$ cat config.mk
export PLATFORM = sky130hd
export DESIGN_NAME = fetch_pc_stack
export DESIGN_NICKNAME = d
export VERILOG_FILES = /design/src/rtl/fetch_pc_stack.sv
export SDC_FILE = /design/constraint.sdc
export NUM_CORES = 1
export LEC_CHECK = 0
export ABC_AREA = 1
export BUFFER_PORTS_ARGS = -buffer_cell sky130_fd_sc_hd__buf_2
export CORE_ASPECT_RATIO = 1.4
export CORE_UTILIZATION = 36
export CTS_CLUSTER_DIAMETER = 40
export DETAILED_ROUTE_END_ITERATION = 12
export PLACE_DENSITY_LB_ADDON = 0.1
export SYNTH_ARGS = -nofsm -noshare
export SYNTH_HDL_FRONTEND = slang
export SYNTH_SLANG_ARGS = --single-unit
$ cat constraint.sdc
create_clock -name clk -period 6.11 [get_ports clk]
set_input_delay 1.833 -clock clk [delete_from_list [all_inputs] [get_ports clk]]
set_output_delay 1.833 -clock clk [all_outputs]
set_load 0.05 [all_outputs]
$ cat src/rtl/fetch_pc_stack.sv
// Instruction-fetch stage: PC register, ROM address, instruction register and
// a circular hardware return stack for CALL/RETURN.
module fetch_pc_stack #(
  parameter int unsigned          PC_W      = 11,
  parameter int unsigned          INSTR_W   = 14,
  parameter int unsigned          STK_DEPTH = 8,
  parameter logic [INSTR_W-1:0]   NOP_WORD  = '0
) (
  input  logic                    clk,
  input  logic                    rst_n,
  input  logic                    en,
  output logic [PC_W-1:0]         Rom_addr_out,
  input  logic [INSTR_W-1:0]      Rom_data_in,
  output logic [INSTR_W-1:0]      Ir_out,
  output logic [PC_W-1:0]         Ir_pc_out,
  output logic                    Ir_valid,
  input  logic                    Jump_in,
  input  logic                    Call_in,
  input  logic                    Ret_in,
  input  logic                    Skip_in,
  input  logic [PC_W-1:0]         Jump_addr_in,
  output logic [$clog2(STK_DEPTH):0] Stk_depth,
  output logic                    Stk_ovf,
  output logic                    Stk_unf
);

  localparam int unsigned SP_W  = $clog2(STK_DEPTH);
  localparam int unsigned DEP_W = SP_W + 1;
  localparam logic [DEP_W-1:0] DEPTH_FULL = DEP_W'(STK_DEPTH);

  logic [PC_W-1:0]    r_pc;
  logic [INSTR_W-1:0] r_ir;
  logic [PC_W-1:0]    r_ir_pc;
  logic               r_valid;
  logic [SP_W-1:0]    r_sp;
  logic [DEP_W-1:0]   r_depth;
  logic               r_ovf;
  logic               r_unf;
  logic [PC_W-1:0]    r_stack [STK_DEPTH];

  logic [PC_W-1:0]    w_pc_next;
  logic [SP_W-1:0]    w_sp_dec;
  logic               w_push;
  logic               w_pop;
  logic               w_bubble;

  // Next PC selection with priority Ret > Call > Jump > Skip > sequential.
  always_comb begin
    w_sp_dec  = r_sp - SP_W'(1);
    w_pop     = Ret_in;
    w_push    = Call_in & ~Ret_in;
    w_bubble  = Ret_in | Call_in | Jump_in | Skip_in;
    w_pc_next = r_pc + PC_W'(1);
    if (Ret_in) begin
      w_pc_next = r_stack[w_sp_dec];
    end else if (Call_in || Jump_in) begin
      w_pc_next = Jump_addr_in;
    end
  end

  always_ff @(posedge clk or negedge rst_n) begin
    if (!rst_n) begin
      r_pc    <= '0;
      r_ir    <= NOP_WORD;
      r_ir_pc <= '0;
      r_valid <= 1'b0;
      r_sp    <= '0;
      r_depth <= '0;
      r_ovf   <= 1'b0;
      r_unf   <= 1'b0;
      r_stack <= '{default: '0};
    end else if (en) begin
      r_pc    <= w_pc_next;
      r_ir_pc <= r_pc;
      if (w_bubble) begin
        r_ir    <= NOP_WORD;
        r_valid <= 1'b0;
      end else begin
        r_ir    <= Rom_data_in;
        r_valid <= 1'b1;
      end
      // Pointer always wraps; occupancy saturates and raises a sticky flag instead.
      if (w_pop) begin
        r_sp <= w_sp_dec;
        if (r_depth == '0) begin
          r_unf <= 1'b1;
        end else begin
          r_depth <= r_depth - DEP_W'(1);
        end
      end else if (w_push) begin
        r_stack[r_sp] <= r_pc;
        r_sp          <= r_sp + SP_W'(1);
        if (r_depth == DEPTH_FULL) begin
          r_ovf <= 1'b1;
        end else begin
          r_depth <= r_depth + DEP_W'(1);
        end
      end
    end
  end

  assign Rom_addr_out = r_pc;
  assign Ir_out       = r_ir;
  assign Ir_pc_out    = r_ir_pc;
  assign Ir_valid     = r_valid;
  assign Stk_depth    = r_depth;
  assign Stk_ovf      = r_ovf;
  assign Stk_unf      = r_unf;

endmodule

==> reports/metrics.cfg <==
[outcome]
status=completed

[route]
ant_nets=0
vias=5548
wl_um=18270
via_per_inst=4.976
drt-pass1-iter-count=5
drtIter0Drc=438
wl_per_cell_um=16.38
drc=0

[power]
p_switching_uw=2008
p_int_uw=2335
sequentialPowerShare_pct=33.8
power_frac_clock_pct=23.6
ir_drop_v=0.0003062
fin_total_pwr_uw=4343
combPwrFrac_pct=42.6
p_leak_uw=0.003716
swShare_pct=46.25
p_per_area_mw_per_mm2=582.2

[synthesis]
synth-edff-count=0
ys_async_sr_fraction_pct=100.0
ys_ff_latch=134
yosys.area.top_type=dfrtp_1
ys_types=26
synth_ff_type=dfrtp_1
ys_warn_count=0
synth_area_per_cell_um2=7.810
ys_seq_area_share_pct=52.81
synth_area_leaders=dfrtp_1 (53%), nand2_1 (14%), o21ai_0 (11%)
synth_top_cell_area_share_pct=52.81
netlist_instances=813
syn_area_mm2=0.006350
synth_nets=851

[sta]
fin_hold_ws_ns=0.4756
clock.fmax_mhz=257.1
fin_crit_sh_pct=63.65
layout_min_cycle_time_ns=3.889
slew_viol_final=0
skew_ns=0.01023
grt_setup_unrepaired=false
max_slew_margin_pct=33.89
worstMarginPinSlew_ns=0.9887
hold_viol_final=0
fin_setup_tns_ns=0
setup_viol=0

[cells_and_area]
final_core_util_pct=43.04
fin_nets=904
antenna_cells=0
syn_to_final_growth_pct=17.48
drive_gt1_share_pct=13.20

[place]
dp_hpwl_um=11840
routabilityCongestion=0.8444
io_buffer_count=74

[floorplanning]
start_util_pct=36.64
die_w_um=114.2
dieHeight_um=159.1
core-area_mm2=0.01733
fp-row-count=57
pin_count=75
die_area_mm2=0.01818

[setup_path]
critPathKind=in -> reg
crit_fanout=48
arrival_ns=4.18
endpoint_kind=flip-flop
start_kind=input port
r2r_slack_ns=3.11
worstReg2RegStart=r_sp[0]$_DFFE_PN0P_
cp-startpoint=en
cp.required_ns=6.40

[cts]
clk_path_buf_depth=2
path_clk_slew_ns=0.06
htreeDepth=4
clk_latency_ns=0.41
cts_tree=yes
postCtsSetupBuffers=0
cts_buffers=17
cts.sinks=134
cts_root_buf=clkbuf_16
hold_buffers=0
cts_resized=0

[global_route]
gr-total-overflow=0
grt.total_usage_pct=21.25
grt_first_pass_wirelength_um=29570
grt_max_degree=104
first_global_vias=5376
antenna_found_initial=0

[hold_path]
worstHoldStart=Stk_ovf$_DFFE_PN0P_
hold_path.class=reg -> reg

[flow_run]
maxCapViolCount=0

==> cells in the mapped netlist, types with 4 or more instances <==
| cell type | count |
|---|---|
| xnor2_1 | 4 |
| clkbuf_1 | 25 |
| xor2_1 | 4 |
| nand4_1 | 9 |
| nor2_1 | 84 |
| o21ai_1 | 12 |
| inv_1 | 66 |
| nand3_1 | 43 |
| dfrtp_1 | 134 |
| nand2_1 | 237 |
| buf_2 | 14 |
| o21ai_0 | 145 |
| buf_1 | 5 |
| ha_1 | 5 |
| a21oi_1 | 13 |
==> layout make-up <==
type / instances / area [µm²]
repair buffers: 79 / 414.1
clock inverters: 13 / 147.6
flip-flops and latches: 134 / 3353
multi-input cells: 566 / 2551
well taps: 236 / 295.3
fillers: 1776 / 9871
clock buffers: 19 / 442.9
inverters: 68 / 255.2
==> worst paths after layout <==
check	endpoint	cells after the start
hold / removal	Stk_ovf$_DFFE_PN0P_	1
setup / recovery	r_stack[81]$_DFFE_PN0P_	6
max in group asynchronous	r_stack[14]$_DFFE_PN0P_	2
min in group asynchronous	r_stack[25]$_DFFE_PN0P_	1
hold reg to reg	Stk_ovf$_DFFE_PN0P_	1
setup reg to reg	Rom_addr_out[6]$_DFFE_PN0P_	9
==> power groups by stage <==
| stage | registers, µW | clock network, µW | logic, µW |
|---|---|---|---|
| floorplan | 1700 | 0 | 1000 |
| global placement | 1460 | 0 | 1840 |
| detailed placement | 1470 | 0 | 1850 |
| CTS | 1460 | 1040 | 1850 |
| global route | 1510 | 1080 | 2050 |
| finish | 1470 | 1030 | 1850 |
==> layout by cell type (no fill, tap or decap) <==
| cell type | n |
|---|---|
| nand4_1 | 9 |
| o22ai_1 | 1 |
| o21bai_1 | 2 |
| buf_2 | 73 |
| inv_2 | 2 |
| clkinv_4 | 3 |
| a21oi_1 | 13 |
| nor2_2 | 1 |
| buf_4 | 5 |
| a21oi_2 | 1 |
| nand3_1 | 43 |
| o21ai_1 | 12 |
| dfrtp_1 | 134 |
| clkinvlp_4 | 4 |
| nor2_1 | 84 |
| clkbuf_8 | 1 |
| inv_6 | 3 |
| o21ai_0 | 145 |
| clkbuf_16 | 17 |
| clkbuf_1 | 1 |
| fa_1 | 1 |
| nor3_4 | 1 |
| clkinv_2 | 1 |
| ha_1 | 5 |
| nand2_1 | 237 |
| xnor2_1 | 4 |
| nand3b_1 | 1 |
| or2_2 | 1 |
| inv_1 | 66 |
| bufinv_16 | 2 |
| xor2_1 | 4 |
| nor3_1 | 1 |
| buf_6 | 1 |
==> metrics by stage <==
step | instances | instance area (µm²) | setup slack (ns)
after floorplan | 813 | 6350 | 3.208
after global placement | 1083 | 6869 | 1.937
after detailed placement | 1083 | 6869 | 1.819
after CTS | 1115 | 7460 | 2.238
after global routing | 1115 | 7460 | 2.008
final | 1115 | 7460 | 2.221
==> worst max-delay path: stages <==
cell,delay (ns)
buf_2,0.28
inv_1,0.07
buf_4,0.28
nor3_4,0.38
nand4_1,0.83
o21ai_0,0.49
==> cells by family after synthesis <==
kind of cell	share of synthesized area (%)
AND/OR/NAND/NOR	23.90
adder cells (fa/ha/maj)	1.301
flip-flops	52.81
buffers and inverters	7.015
AO/OA/AOI/OAI	13.87
XOR/XNOR	1.103
==> flip-flops by register name (all words and copies together), names as in the netlist <==
register	cells
Stk_ovf	1
Rom_addr_out	11
Ir_valid	1
Ir_pc_out	11
Stk_unf	1
Stk_depth	4
r_sp	3
Ir_out	14
r_stack	88
==> layer usage <==
layer	GRT usage, %	share of wire, %	vias up
li1	-	-	2703
met1	28.49	45	2669
met2	35.10	49	154
met3	3.540	4.3	22
met4	6.375	2.0	0
met5	0	0	-
(Power assumes the default switching activity.)
